### src/rtl/shift_pkg.sv
// Shared encodings for the iterative shift unit.
// Mode codes and FSM states used by the top and its stepper.
package shift_pkg;

  localparam logic [1:0] MODE_SLL  = 2'b00;
  localparam logic [1:0] MODE_SRL  = 2'b01;
  localparam logic [1:0] MODE_SRA  = 2'b10;
  localparam logic [1:0] MODE_ROTR = 2'b11;

  typedef enum logic [1:0] {
    IDLE  = 2'd0,
    SHIFT = 2'd1,
    DONE  = 2'd2
  } state_t;

endpackage

### src/rtl/shift_step.sv
// One partial shift of 0..STEP bits in any of the four modes.
// Pure combinational; the top iterates it until the amount is used up.
module shift_step
  import shift_pkg::*;
#(
  parameter int WIDTH = 32,
  parameter int STEP  = 4,
  localparam int SW   = $clog2(STEP + 1)
) (
  input  logic [WIDTH-1:0] value,
  input  logic [SW-1:0]    s,
  input  logic [1:0]       mode,
  output logic [WIDTH-1:0] shifted
);

  logic [WIDTH-1:0] rot;

  // low half of the doubled word is the right rotation
  assign rot = WIDTH'({value, value} >> s);

  always_comb begin
    shifted = value;
    unique case (mode)
      MODE_SLL: shifted = value << s;
      MODE_SRL: shifted = value >> s;
      MODE_SRA: shifted = $signed(value) >>> s;
      default:  shifted = rot;
    endcase
  end

endmodule

### src/rtl/iter_shift_unit.sv
// Multi-cycle shifter: SLL/SRL/SRA/ROTR, at most STEP bits per clock,
// valid/ready on both sides with same-edge reload from DONE.
module iter_shift_unit
  import shift_pkg::*;
#(
  parameter int WIDTH = 32,
  parameter int STEP  = 4,
  localparam int AW   = $clog2(WIDTH),
  localparam int SW   = $clog2(STEP + 1)
) (
  input  logic             clk,
  input  logic             rst_n,
  input  logic             in_valid,
  output logic             in_ready,
  input  logic [WIDTH-1:0] in_data,
  input  logic [AW-1:0]    in_amt,
  input  logic [1:0]       in_mode,
  output logic             out_valid,
  input  logic             out_ready,
  output logic [WIDTH-1:0] out_data,
  output logic             out_zero
);

  state_t           state;
  logic [AW-1:0]    rem;
  logic [1:0]       mode;
  logic [SW-1:0]    s;
  logic [AW-1:0]    rem_nxt;
  logic [WIDTH-1:0] stepped;
  logic             accept;

  always_comb begin
    s = SW'(STEP);
    if (32'(rem) < STEP) s = SW'(rem);
    rem_nxt = AW'(32'(rem) - 32'(s));
  end

  assign in_ready = (state == IDLE) ||
                    (state == DONE && out_ready);
  assign accept   = in_valid && in_ready;

  shift_step #(
    .WIDTH(WIDTH),
    .STEP (STEP)
  ) u_step (
    .value  (out_data),
    .s      (s),
    .mode   (mode),
    .shifted(stepped)
  );

  always_ff @(posedge clk or negedge rst_n) begin
    if (!rst_n) begin
      state     <= IDLE;
      rem       <= '0;
      mode      <= MODE_SLL;
      out_data  <= '0;
      out_zero  <= 1'b1;
      out_valid <= 1'b0;
    end else begin
      unique case (state)
        SHIFT: begin
          out_data <= stepped;
          rem      <= rem_nxt;
          if (rem_nxt == '0) begin
            state     <= DONE;
            out_valid <= 1'b1;
            out_zero  <= (stepped == '0);
          end
        end
        IDLE, DONE: begin
          if (accept) begin
            out_data <= in_data;
            mode     <= in_mode;
            rem      <= in_amt;
            if (in_amt == '0) begin
              state     <= DONE;
              out_valid <= 1'b1;
              out_zero  <= (in_data == '0);
            end else begin
              state     <= SHIFT;
              out_valid <= 1'b0;
            end
          end else if (state == DONE && out_ready) begin
            state     <= IDLE;
            out_valid <= 1'b0;
          end
        end
        default: begin
          state     <= IDLE;
          out_valid <= 1'b0;
        end
      endcase
    end
  end

endmodule
### config.mk
export PLATFORM = sky130hd
export DESIGN_NAME = iter_shift_unit
export DESIGN_NICKNAME = d
export VERILOG_FILES = /design/src/rtl/shift_pkg.sv /design/src/rtl/shift_step.sv /design/src/rtl/iter_shift_unit.sv
export SDC_FILE = /design/constraint.sdc
export NUM_CORES = 1
export LEC_CHECK = 0
export CORE_MARGIN = 2
export CORE_UTILIZATION = 56
export CTS_BUF_LIST = sky130_fd_sc_hd__clkbuf_4 sky130_fd_sc_hd__clkbuf_8
export DETAILED_ROUTE_END_ITERATION = 16
export PLACE_DENSITY = 0.83
export SETUP_SLACK_MARGIN = 0.3
export SKIP_CTS_REPAIR_TIMING = 1
export SYNTH_ARGS = -nofsm -noshare
export SYNTH_HDL_FRONTEND = slang
export SYNTH_SLANG_ARGS = --single-unit
### constraint.sdc
create_clock -name clk -period 3.5 [get_ports clk]
set_input_delay 0.7 -clock clk [delete_from_list [all_inputs] [get_ports clk]]
set_output_delay 0.7 -clock clk [all_outputs]
set_load 0.05 [all_outputs]
==> flow_metrics.py <==
metrics = {
    "yosys": {
        "synth_top_area_share_pct": 21.8,
        "synth-seq-area-share_pct": 22.3,
        "synth_area_mm2": 0.00471,
        "synth_edf_count": 0,
        "synth.avg_cell_area_um2": 7.29,
        "ys_ff_latch": 42,
        "ys_top_cells_by_count": "nand2_1, a21oi_1, clkbuf_1",
        "synth_ff_type": "dfrtp_1",
        "syn_nets": 690,
        "yosysWarningCount": 0,
        "synth_top_area_cell": "dfrtp_1",
        "syn-instance-count": 646,
        "yosysMostFrequentCell": "nand2_1",
        "synthArstFlopShare_pct": 100,
        "synth_area_leaders": "dfrtp_1, mux2i_1, nand2_1",
        "synth.distinct_cells": 66,
    },
    "global_route": {
        "grt_use_met2_pct": 63.0,
        "busiest_layer": "met2",
        "grt_overflow_total": 0,
        "grt_max_degree": 51,
        "use_met3_pct": 8.61,
        "antenna_found_initial": 0,
        "grt_pass1_vias": 5212,
        "grt_pass1_wl_um": 29300,
        "grt_usage_pct": 41.8,
        "met1_usage_pct": 59.2,
    },
    "setup_path": {
        "reg2reg_from": "rem[3]",
        "crit_top_cell": "clkdlybuf4s50_1",
        "r2r_end": "out_zero",
        "critical_path_required_ns": 2.80,
        "path_depth": 4,
        "critical_path.endpoint": "in_ready",
        "critical_path_class": "in -> out",
        "crit_path_end_kind": "output port",
        "reg2reg_slack_ns": 0.51,
        "crit_arrival_ns": 2.40,
        "max_stage_delay_ns": 0.88,
        "critPathLaunchType": "input pin",
        "startpoint": "out_ready",
        "worstRegToRegCells": 9,
        "cpMaxStageDelayCell": "clkdlybuf4s50_1",
        "crit_buf_inv": 3,
        "crit_chain": "clkdlybuf4s50_1, inv_1, a21oi_1, clkdlybuf4s50_1",
        "worstPathMaxFanout": 4,
        "cp_top_family": "buffers and inverters",
    },
    "die": {
        "ios": 78,
        "die_w_um": 95.7,
        "num_rows": 33,
        "core-area_mm2": 0.00818,
        "initial_core_util_pct": 57.6,
        "die-area_mm2": 0.00916,
        "die_h_um": 95.7,
    },
    "clock_network": {
        "insertion_delay_ns": 0.30,
        "clockRootBuffer": "clkbuf_8",
        "cts_max_level": 2,
        "clkSinkCount": 42,
        "clock_path_buffers": 2,
        "cts_tree": "yes",
        "cts-buffers-inserted": 5,
        "clk_pin_slew_worst_paths_ns": 0.09,
    },
    "placed_design": {
        "gp_congestion": 1.03,
        "dp_slack_ns": 0.421,
        "io_buffers": 77,
        "dp.cells": 777,
        "post-dp-hpwl_um": 13400,
    },
    "sta": {
        "post-route-min-period_ns": 3.10,
        "rsz0062_at_grt": "no",
        "maxSlewHeadroom_pct": 31.5,
        "setup_slack_ns": 0.403,
        "worst_pin_slew_ns": 1.03,
        "finalHoldViolations": 0,
        "post-route-period-util_pct": 88.5,
        "drv_slew": 0,
        "fmax_ghz": 0.323,
        "setup_violations": 0,
        "setup_tns_ns": 0,
        "finalClockSkew_ns": 0.0145,
    },
    "drt": {
        "drcViolationCount": 0,
        "ant_nets": 0,
        "drt-pass1-iter-count": 6,
        "drt_iter0_markers": 766,
        "vias": 5746,
        "drt-total-wl_um": 19000,
        "routedWlPerCell_um": 24.2,
        "viasPerCell": 7.32,
    },
    "power": {
        "ir_worst_vdd_v": 0.00101,
        "p_leak_nw": 2.19,
        "p_per_area_mw_per_mm2": 1240,
    },
    "final_layout": {
        "fill_cells": 700,
        "fin_cells": 785,
        "layout-drive-gt1-share_pct": 10.4,
        "diodes": 0,
        "utilization_pct": 69.0,
        "num-nets-final": 723,
        "area_delta_synth_final_pct": 19.8,
    },
    "run": {
        "maxCapViolations": 0,
    },
    "worst_hold_path": {
        "hp-class": "in -> async",
    },
    "status": {
        "status": "complete, no violations",
    },
}
[state kept, by name (all words and copies together), names as in the netlist]
| name | cells |
|---|---|
| out_zero | 1 |
| state | 2 |
| mode | 2 |
| rem | 5 |
| out_data | 32 |
[worst min-delay path by stage]
stage             start  endpoint  slack, ns  cells past startpoint
2_1_floorplan     rst_n   mode[0]       0.40                      0
6_report          rst_n    rem[1]       0.57                      1
4_1_cts           rst_n    rem[1]       0.60                      1
3_3_place_gp   state[1]  state[1]       0.57                      1
3_5_place_dp   state[1]  state[1]       0.58                      1
5_1_grt        state[1]  state[1]       0.62                      1
[report_power, final]
part / leakage (nW) / switching (mW) / internal (mW) / total (mW)
Sequential: 0.500 / 0.775 / 0.751 / 1.53
Clock: 0.0453 / 0.185 / 0.157 / 0.342
Combinational: 1.64 / 3.18 / 1.92 / 5.10
[layout by cell type, fill, tap and decap left out, drive strengths merged, types with 7 or more instances in the layout]
cell	instances
a21o	7
o22ai	9
mux4	12
nor4	10
inv	9
dfrtp	41
o211ai	7
a221oi	7
clkbuf	7
a22oi	7
nand4	7
nor2	27
buf	30
clkdlybuf4s50	76
a31oi	12
nand3	26
mux2i	46
nor3	7
a21oi	56
nand2	122
a211oi	22
o21ai	48
[cell families (layout without fill, tap and decap cells)]
group                      Yosys count  count (layout)  share of synthesized area, %
other                                1               1                        0.0796
muxes                               62              62                          16.5
AOI/OAI and AO/OA                  218             218                          30.2
buffers and inverters               90             124                          7.81
and+or+nand+nor                    232             232                          22.8
adders and majority gates            1               1                         0.266
DFF                                 42              42                          22.3
[area by class of cell]
cell class	instances	area [um2]	area share, %
clock buffers	7	83.8	1.49
repair buffers	106	1000	17.7
inverters	10	37.5	0.666
multi-input cells	514	3320	58.9
clock inverters	1	7.51	0.133
flip-flops and latches	42	1060	18.8
well taps	105	131	2.33
[per-layer routing]
metal | vias up | part of all wire, %
li1 | 2477 | -
met2 | 524 | 44
met4 | 0 | 4.0
met1 | 2662 | 38
met3 | 83 | 14
met5 | - | 0
[stage by stage]
step           hold WS (ns)  area [um2]  power [mW]
6_report              0.571        5640        6.97
5_1_grt               0.625        5640        7.31
4_1_cts               0.595        5630        6.76
3_5_place_dp          0.577        5540        6.40
3_3_place_gp          0.572        5540        6.33
2_1_floorplan         0.404        4710        4.79
(Power assumes the default switching activity.)
